File: src/rtl/mem_bus_arbiter_pkg.sv
// Shared types and constants for the data-memory arbiter: FSM state encoding,
// requester identifiers and the mapped-register address window.
package mem_bus_arbiter_pkg;

   // Access sequencing states; exported unchanged on the debug state output.
   typedef enum logic [1:0] {
      ST_IDLE   = 2'd0,
      ST_ACCESS = 2'd1,
      ST_DONE   = 2'd2
   } stateT;

   // Requester identity: A is the core, B is the debug/scan port.
   typedef enum logic {
      PORT_A = 1'b0,
      PORT_B = 1'b1
   } portIdT;

   // Upper two address bits selecting the mapped-register window.
   localparam logic [1:0] MAP_SEL = 2'b11;

   // True when a word address falls in the mapped-register window.
   function automatic logic isMapped(input logic [15:0] addr);
      return addr[15:14] == MAP_SEL;
   endfunction

endpackage

File: src/rtl/mem_bus_arbiter_rr_arbiter2.sv
// Two-way request arbiter with a remembered last winner. With RR_EN set,
// simultaneous requests go to the port that did not win last time; with
// RR_EN clear, port A always wins a tie. The last winner starts as B so that
// A is favoured on the first contested grant after reset.
module rr_arbiter2
   import mem_bus_arbiter_pkg::*;
#(
   parameter bit RR_EN = 1'b1
) (
   input  logic   clk,
   input  logic   rst,
   input  logic   aReq,
   input  logic   bReq,
   input  logic   take,
   output logic   grantValid,
   output portIdT grantId
);

   portIdT lastGrant;

   // Combinational winner selection from the current requests and history.
   always_comb begin
      grantValid = aReq | bReq;
      grantId    = PORT_A;
      if (aReq && bReq) begin
         if (RR_EN) begin
            grantId = (lastGrant == PORT_A) ? PORT_B : PORT_A;
         end else begin
            grantId = PORT_A;
         end
      end else if (bReq) begin
         grantId = PORT_B;
      end
   end

   // Remember the winner whenever the consumer actually takes a grant.
   always_ff @(posedge clk) begin
      if (rst) begin
         lastGrant <= PORT_B;
      end else if (take && grantValid) begin
         lastGrant <= grantId;
      end
   end

endmodule

File: src/rtl/mem_bus_arbiter.sv
// Data-memory arbiter in front of the mapped-register bank. Picks one of the
// core (A) or debug (B) requests, runs it through IDLE -> ACCESS -> DONE and
// steers it to the mapped-register bus (addr[15:14] == 2'b11, 14-bit offset)
// or to external SRAM, returning read data alongside a one-cycle ack.
//
// Requester handshake: a port raises its req together with addr/wrEn/data and
// holds req until its ack. The request is sampled only in the IDLE cycle that
// grants it; afterwards the access runs entirely from internal hold registers,
// so later changes (including dropping req) do not alter or abort it. The ack
// is high for exactly one cycle, and rdData is meaningful only while ack is
// high (it otherwise keeps the last delivered value).
module mem_bus_arbiter
   import mem_bus_arbiter_pkg::*;
#(
   parameter int SRAM_RD_LAT = 1,    // SRAM read latency in cycles, 0..3
   parameter bit RR_EN       = 1'b1  // 1: round-robin ties, 0: A wins ties
) (
   input  logic        i_clk,
   input  logic        i_rst,
   input  logic        i_aReq,
   input  logic [15:0] i_aAddr,
   input  logic        i_aWrEn,
   input  logic [15:0] i_aData,
   output logic        o_aAck,
   output logic [15:0] o_aRdData,
   input  logic        i_bReq,
   input  logic [15:0] i_bAddr,
   input  logic        i_bWrEn,
   input  logic [15:0] i_bData,
   output logic        o_bAck,
   output logic [15:0] o_bRdData,
   output logic [13:0] o_memAddr,
   output logic [15:0] o_memDataIn,
   output logic        o_memWrEn,
   input  logic [15:0] i_memDataOut,
   output logic [15:0] o_sramAddr,
   output logic [15:0] o_sramData,
   output logic        o_sramWrEn,
   input  logic [15:0] i_sramData,
   output stateT       o_dbgState
);

   // Value of the wait counter in the last ACCESS cycle of an SRAM read.
   localparam logic [1:0] RD_LAST = 2'(SRAM_RD_LAT);

   stateT       state;
   stateT       nextState;
   logic        grantValid;
   portIdT      grantId;
   logic [15:0] holdAddr;
   logic [15:0] holdData;
   logic        holdWrEn;
   logic        holdMap;
   portIdT      holdOwner;
   logic [1:0]  waitCnt;
   logic [15:0] rdHold;
   logic [15:0] aRdLast;
   logic [15:0] bRdLast;
   logic        accessLast;

   rr_arbiter2 #(
      .RR_EN(RR_EN)
   ) uArb (
      .clk       (i_clk),
      .rst       (i_rst),
      .aReq      (i_aReq),
      .bReq      (i_bReq),
      .take      (state == ST_IDLE),
      .grantValid(grantValid),
      .grantId   (grantId)
   );

   // Writes and mapped reads need one ACCESS cycle; SRAM reads wait out the latency.
   assign accessLast = (state == ST_ACCESS) &&
                       (holdWrEn || holdMap || (waitCnt == RD_LAST));

   // State register.
   always_ff @(posedge i_clk) begin
      if (i_rst) begin
         state <= ST_IDLE;
      end else begin
         state <= nextState;
      end
   end

   // Next-state selection.
   always_comb begin
      nextState = state;
      case (state)
         ST_IDLE:   if (grantValid) nextState = ST_ACCESS;
         ST_ACCESS: if (accessLast) nextState = ST_DONE;
         ST_DONE:   nextState = ST_IDLE;
         default:   nextState = ST_IDLE;
      endcase
   end

   // Request latching, SRAM wait counting, read capture and per-port rdData history.
   always_ff @(posedge i_clk) begin
      if (i_rst) begin
         holdAddr  <= '0;
         holdData  <= '0;
         holdWrEn  <= 1'b0;
         holdMap   <= 1'b0;
         holdOwner <= PORT_A;
         waitCnt   <= '0;
         rdHold    <= '0;
         aRdLast   <= '0;
         bRdLast   <= '0;
      end else begin
         if (state == ST_IDLE && grantValid) begin
            holdOwner <= grantId;
            if (grantId == PORT_A) begin
               holdAddr <= i_aAddr;
               holdData <= i_aData;
               holdWrEn <= i_aWrEn;
               holdMap  <= isMapped(i_aAddr);
            end else begin
               holdAddr <= i_bAddr;
               holdData <= i_bData;
               holdWrEn <= i_bWrEn;
               holdMap  <= isMapped(i_bAddr);
            end
         end
         if (state == ST_ACCESS && !accessLast) begin
            waitCnt <= waitCnt + 2'd1;
         end else begin
            waitCnt <= '0;
         end
         if (accessLast) begin
            rdHold <= holdWrEn ? 16'h0000 : (holdMap ? i_memDataOut : i_sramData);
         end
         if (state == ST_DONE) begin
            if (holdOwner == PORT_A) begin
               aRdLast <= rdHold;
            end else begin
               bRdLast <= rdHold;
            end
         end
      end
   end

   // Bus drive during ACCESS, ack/rdData during DONE, everything else idle.
   always_comb begin
      o_aAck      = 1'b0;
      o_bAck      = 1'b0;
      o_aRdData   = aRdLast;
      o_bRdData   = bRdLast;
      o_memAddr   = '0;
      o_memDataIn = '0;
      o_memWrEn   = 1'b0;
      o_sramAddr  = '0;
      o_sramData  = '0;
      o_sramWrEn  = 1'b0;
      o_dbgState  = state;
      if (state == ST_ACCESS) begin
         if (holdMap) begin
            o_memAddr   = holdAddr[13:0];
            o_memDataIn = holdData;
            o_memWrEn   = holdWrEn && (waitCnt == 2'd0);
         end else begin
            o_sramAddr  = holdAddr;
            o_sramData  = holdData;
            o_sramWrEn  = holdWrEn && (waitCnt == 2'd0);
         end
      end else if (state == ST_DONE) begin
         if (holdOwner == PORT_A) begin
            o_aAck    = 1'b1;
            o_aRdData = rdHold;
         end else begin
            o_bAck    = 1'b1;
            o_bRdData = rdHold;
         end
      end
   end

endmodule
File: config.mk
export PLATFORM = sky130hd
export DESIGN_NAME = mem_bus_arbiter
export DESIGN_NICKNAME = d
export VERILOG_FILES = /design/src/rtl/mem_bus_arbiter_pkg.sv /design/src/rtl/mem_bus_arbiter_rr_arbiter2.sv /design/src/rtl/mem_bus_arbiter.sv
export SDC_FILE = /design/constraint.sdc
export NUM_CORES = 1
export LEC_CHECK = 0
export BUFFER_PORTS_ARGS = -buffer_cell sky130_fd_sc_hd__buf_2
export CAP_MARGIN = 10
export CORE_ASPECT_RATIO = 0.5
export CORE_MARGIN = 3
export CORE_UTILIZATION = 50
export CTS_CLUSTER_DIAMETER = 100
export CTS_CLUSTER_SIZE = 20
export DETAILED_ROUTE_END_ITERATION = 12
export PLACE_DENSITY = 0.83
export SYNTH_ARGS = -nofsm -noshare
export SYNTH_HDL_FRONTEND = slang
export SYNTH_SLANG_ARGS = --single-unit
File: constraint.sdc
create_clock -name i_clk -period 5.04 [get_ports i_clk]
set_input_delay 1.008 -clock i_clk [delete_from_list [all_inputs] [get_ports i_clk]]
set_output_delay 1.008 -clock i_clk [all_outputs]
set_load 0.02 [all_outputs]
==> summary.txt <==
Floorplan
  • Core footprint: 8170 sq um
  • Starting density of the core: 52.5%
  • # rows: 23
  • IO Pins: 202
  • Die width: 137 um
  • Die Ht: 71.5 um
  • Die area: 9790 sq um

Final layout
  • Antenna cells: 0
  • Fraction of layout instances using a drive strength above 1: 40.5%
  • Design area: 5590 sq um
  • Nets: 731
  • Fillers: 665
  • P&R area growth vs syn: 30.5%

GRT
  • Grt met3 use: 4.35%
  • Grt ovf: 0
  • Largest net degree at the start of global routing: 65
  • Vias in the first global route: 3514
  • GR met2 Demand/Resource: 37.1%
  • All-Layer GR Usage: 20.2%
  • Top Usage Layer GRT: met2
  • Met1 Use GR: 24.1%
  • Initial antenna violation count: 0
  • First-pass GRT wire length: 16200 um

Drt
  • Antenna-violating nets left: 0
  • DR vias/cell: 4.93
  • Initial drt markers: 133
  • Final wirelength: 10100 um
  • Initial DRT Pass Iterations: 4
  • Wire length per cell: 13.6 um
  • # DRC: 0
  • DR vias: 3668

Synthesis
  • Count leader, synth: dfxtp_1
  • Synth top area cells: dfxtp_1 41%, mux2i_1 11%, and2_1 9.0%
  • Post-synth EDFFs: 0
  • Post-synth top cells: 88 x dfxtp_1, 62 x and2_1, 49 x mux2i_1
  • Register area share after synthesis: 41.1%
  • Ys Warns: 0
  • Synth area leader: dfxtp_1
  • Post-synth top flop: dfxtp_1
  • Syn Area/Cell: 9.61 sq um
  • FF+latch count, synth: 88
  • Post-synth top area share: 41.1%
  • Synthesized cell area: 4290 sq um
  • Yosys cell types: 33
  • Fraction of registers with async set/reset: 0%
  • Post-Synthesis Cells: 446
  • Syn_nets: 550

Clock network
  • CTS H-tree depth: 3
  • Clk Latency, worst-skew pair: 0.32 ns
  • Clock root buffer: clkbuf_16
  • Clock slew at reported path FFs: 0.06 ns
  • TritonCTS Buffers: 9
  • CTS tree: done
  • Sink Count: 88
  • # hold bufs at CTS: 0
  • Setup Fix Bufs, Post-CTS: 0
  • Post-cts sizing count: 0
  • Clk buf depth: 2

Critical path
  • Crit path kind: flip-flop to primary output
  • Critical Path AT: 2.35 ns
  • Startpoint Class: flip-flop
  • Worst endpoint required time: 4.03 ns
  • CP Max Fanout: 17
  • CP Capture Type: primary output
  • FF-to-FF setup slack: 2.83 ns

Placed design
  • DP HPWL: 7270 um
  • Gpl congestion: 0.763
  • Area of placed instances: 5280 sq um
  • I/O Buffers: 201

Power and ir drop
  • Worst VDD drop: 0.000227 V
  • Total power: 0.00194 W
  • Pwr/cell area: 347 nW/um^2
  • LEAKAGE: 2.79 nW

Timing
  • Count of final setup violators: 0
  • Setup TNS: 0 ns
  • Setup Skew: 0.0109 ns
  • Max Clock Freq: 298 MHz
  • Rel. slew slack: 24.9%
  • Period minus WS final: 3.36 ns
  • Worst slew pin tran: 1.13 ns
  • RSZ-0062 raised after global routing: no
  • Endpoints failing hold: 0
  • Crit share post-route: 66.7%
  • Max-slew violations: 0

Run status
  • Outcome: finished clean

Hold path
  • Hold crit path type: flip-flop to flip-flop

Flow run
  • Max-cap viol count: 0
layer usage:
| metal | wire length (um) | vias up | part of all wire [%] |
|---|---|---|---|
| met5 | 0 | - | 0 |
| met4 | 148 | 0 | 1.5 |
| met3 | 507 | 14 | 5.0 |
| met2 | 5190 | 100 | 51 |
| met1 | 4290 | 1668 | 42 |
| li1 | - | 1886 | - |
state kept, by name, summed over array words and instances, names as in the netlist:
name and flops:
bRdLast 16, holdData 16, holdWrEn 1, o_dbgState 2
rdHold 16, holdOwner 1, waitCnt 2, holdMap 1
aRdLast 16, holdAddr 16, uArb.lastGrant 1
power by group:
group / leakage [nW] / switching [W] / internal, W
clock network: 0.154 / 0.000252 / 0.000434
logic: 1.91 / 0.000245 / 0.000176
registers: 0.719 / 0.0000640 / 0.000768
total: 2.79 / 0.000561 / 0.00138
cells by family after synthesis:
kind of cell	synth area share [%]
compound gates	8.78
simple gates	24.0
fa+ha+maj	0.584
flops	41.1
buf+inv	4.96
mux	20.6
final timing paths:
check	start	endpoint	cells after the start
worst max register to register	holdMap	rdHold[11]	4
worst max-delay path	o_dbgState[1]	o_aRdData[5]	3
worst min register to register	waitCnt[0]	waitCnt[0]	1
worst min-delay path	waitCnt[0]	waitCnt[0]	1
through the flow:
stage | instances | setup slack [ns] | util, % | hold slack [ns]
4_1_cts | 744 | 1.65 | 68.4 | 0.454
5_1_grt | 744 | 1.52 | 68.4 | 0.472
3_5_place_dp | 728 | 2.02 | 64.6 | 0.446
3_3_place_gp | 728 | 2.09 | 64.6 | 0.429
6_report | 744 | 1.68 | 68.4 | 0.457
2_1_floorplan | 446 | 2.51 | - | 0.417
cells in the final DEF, fill, tap and decap left out, drive strengths merged:
cell,count
a211oi,32
a21boi,1
a21oi,17
a221o,1
a22oi,1
a2bb2oi,1
and2,62
and2b,9
and3,2
and4bb,1
buf,205
bufinv,2
clkbuf,11
clkinv,2
dfxtp,88
ha,2
inv,6
mux2,32
mux2i,49
nand2,18
nand2b,2
nand3b,1
nor2,40
nor2b,24
nor3b,2
o21a,1
o21ai,2
or3,18
area by class of cell:
cell class	count	area [sq um]	share of cell area (%)
clock buffers	11	233	4.16
clock inverters	5	78.8	1.41
inverters	5	18.8	0.335
multi-input cells	318	2330	41.6
flip-flops and latches	88	1760	31.5
well taps	112	140	2.51
repair buffers	205	1040	18.5
worst max-delay path: stages, from the launching register on:
cell	delay [ns]
dfxtp_1	0.46
nor3b_4	0.96
mux2_2	0.44
buf_2	0.16
Note: power is estimated with default switching activity, not from simulation.
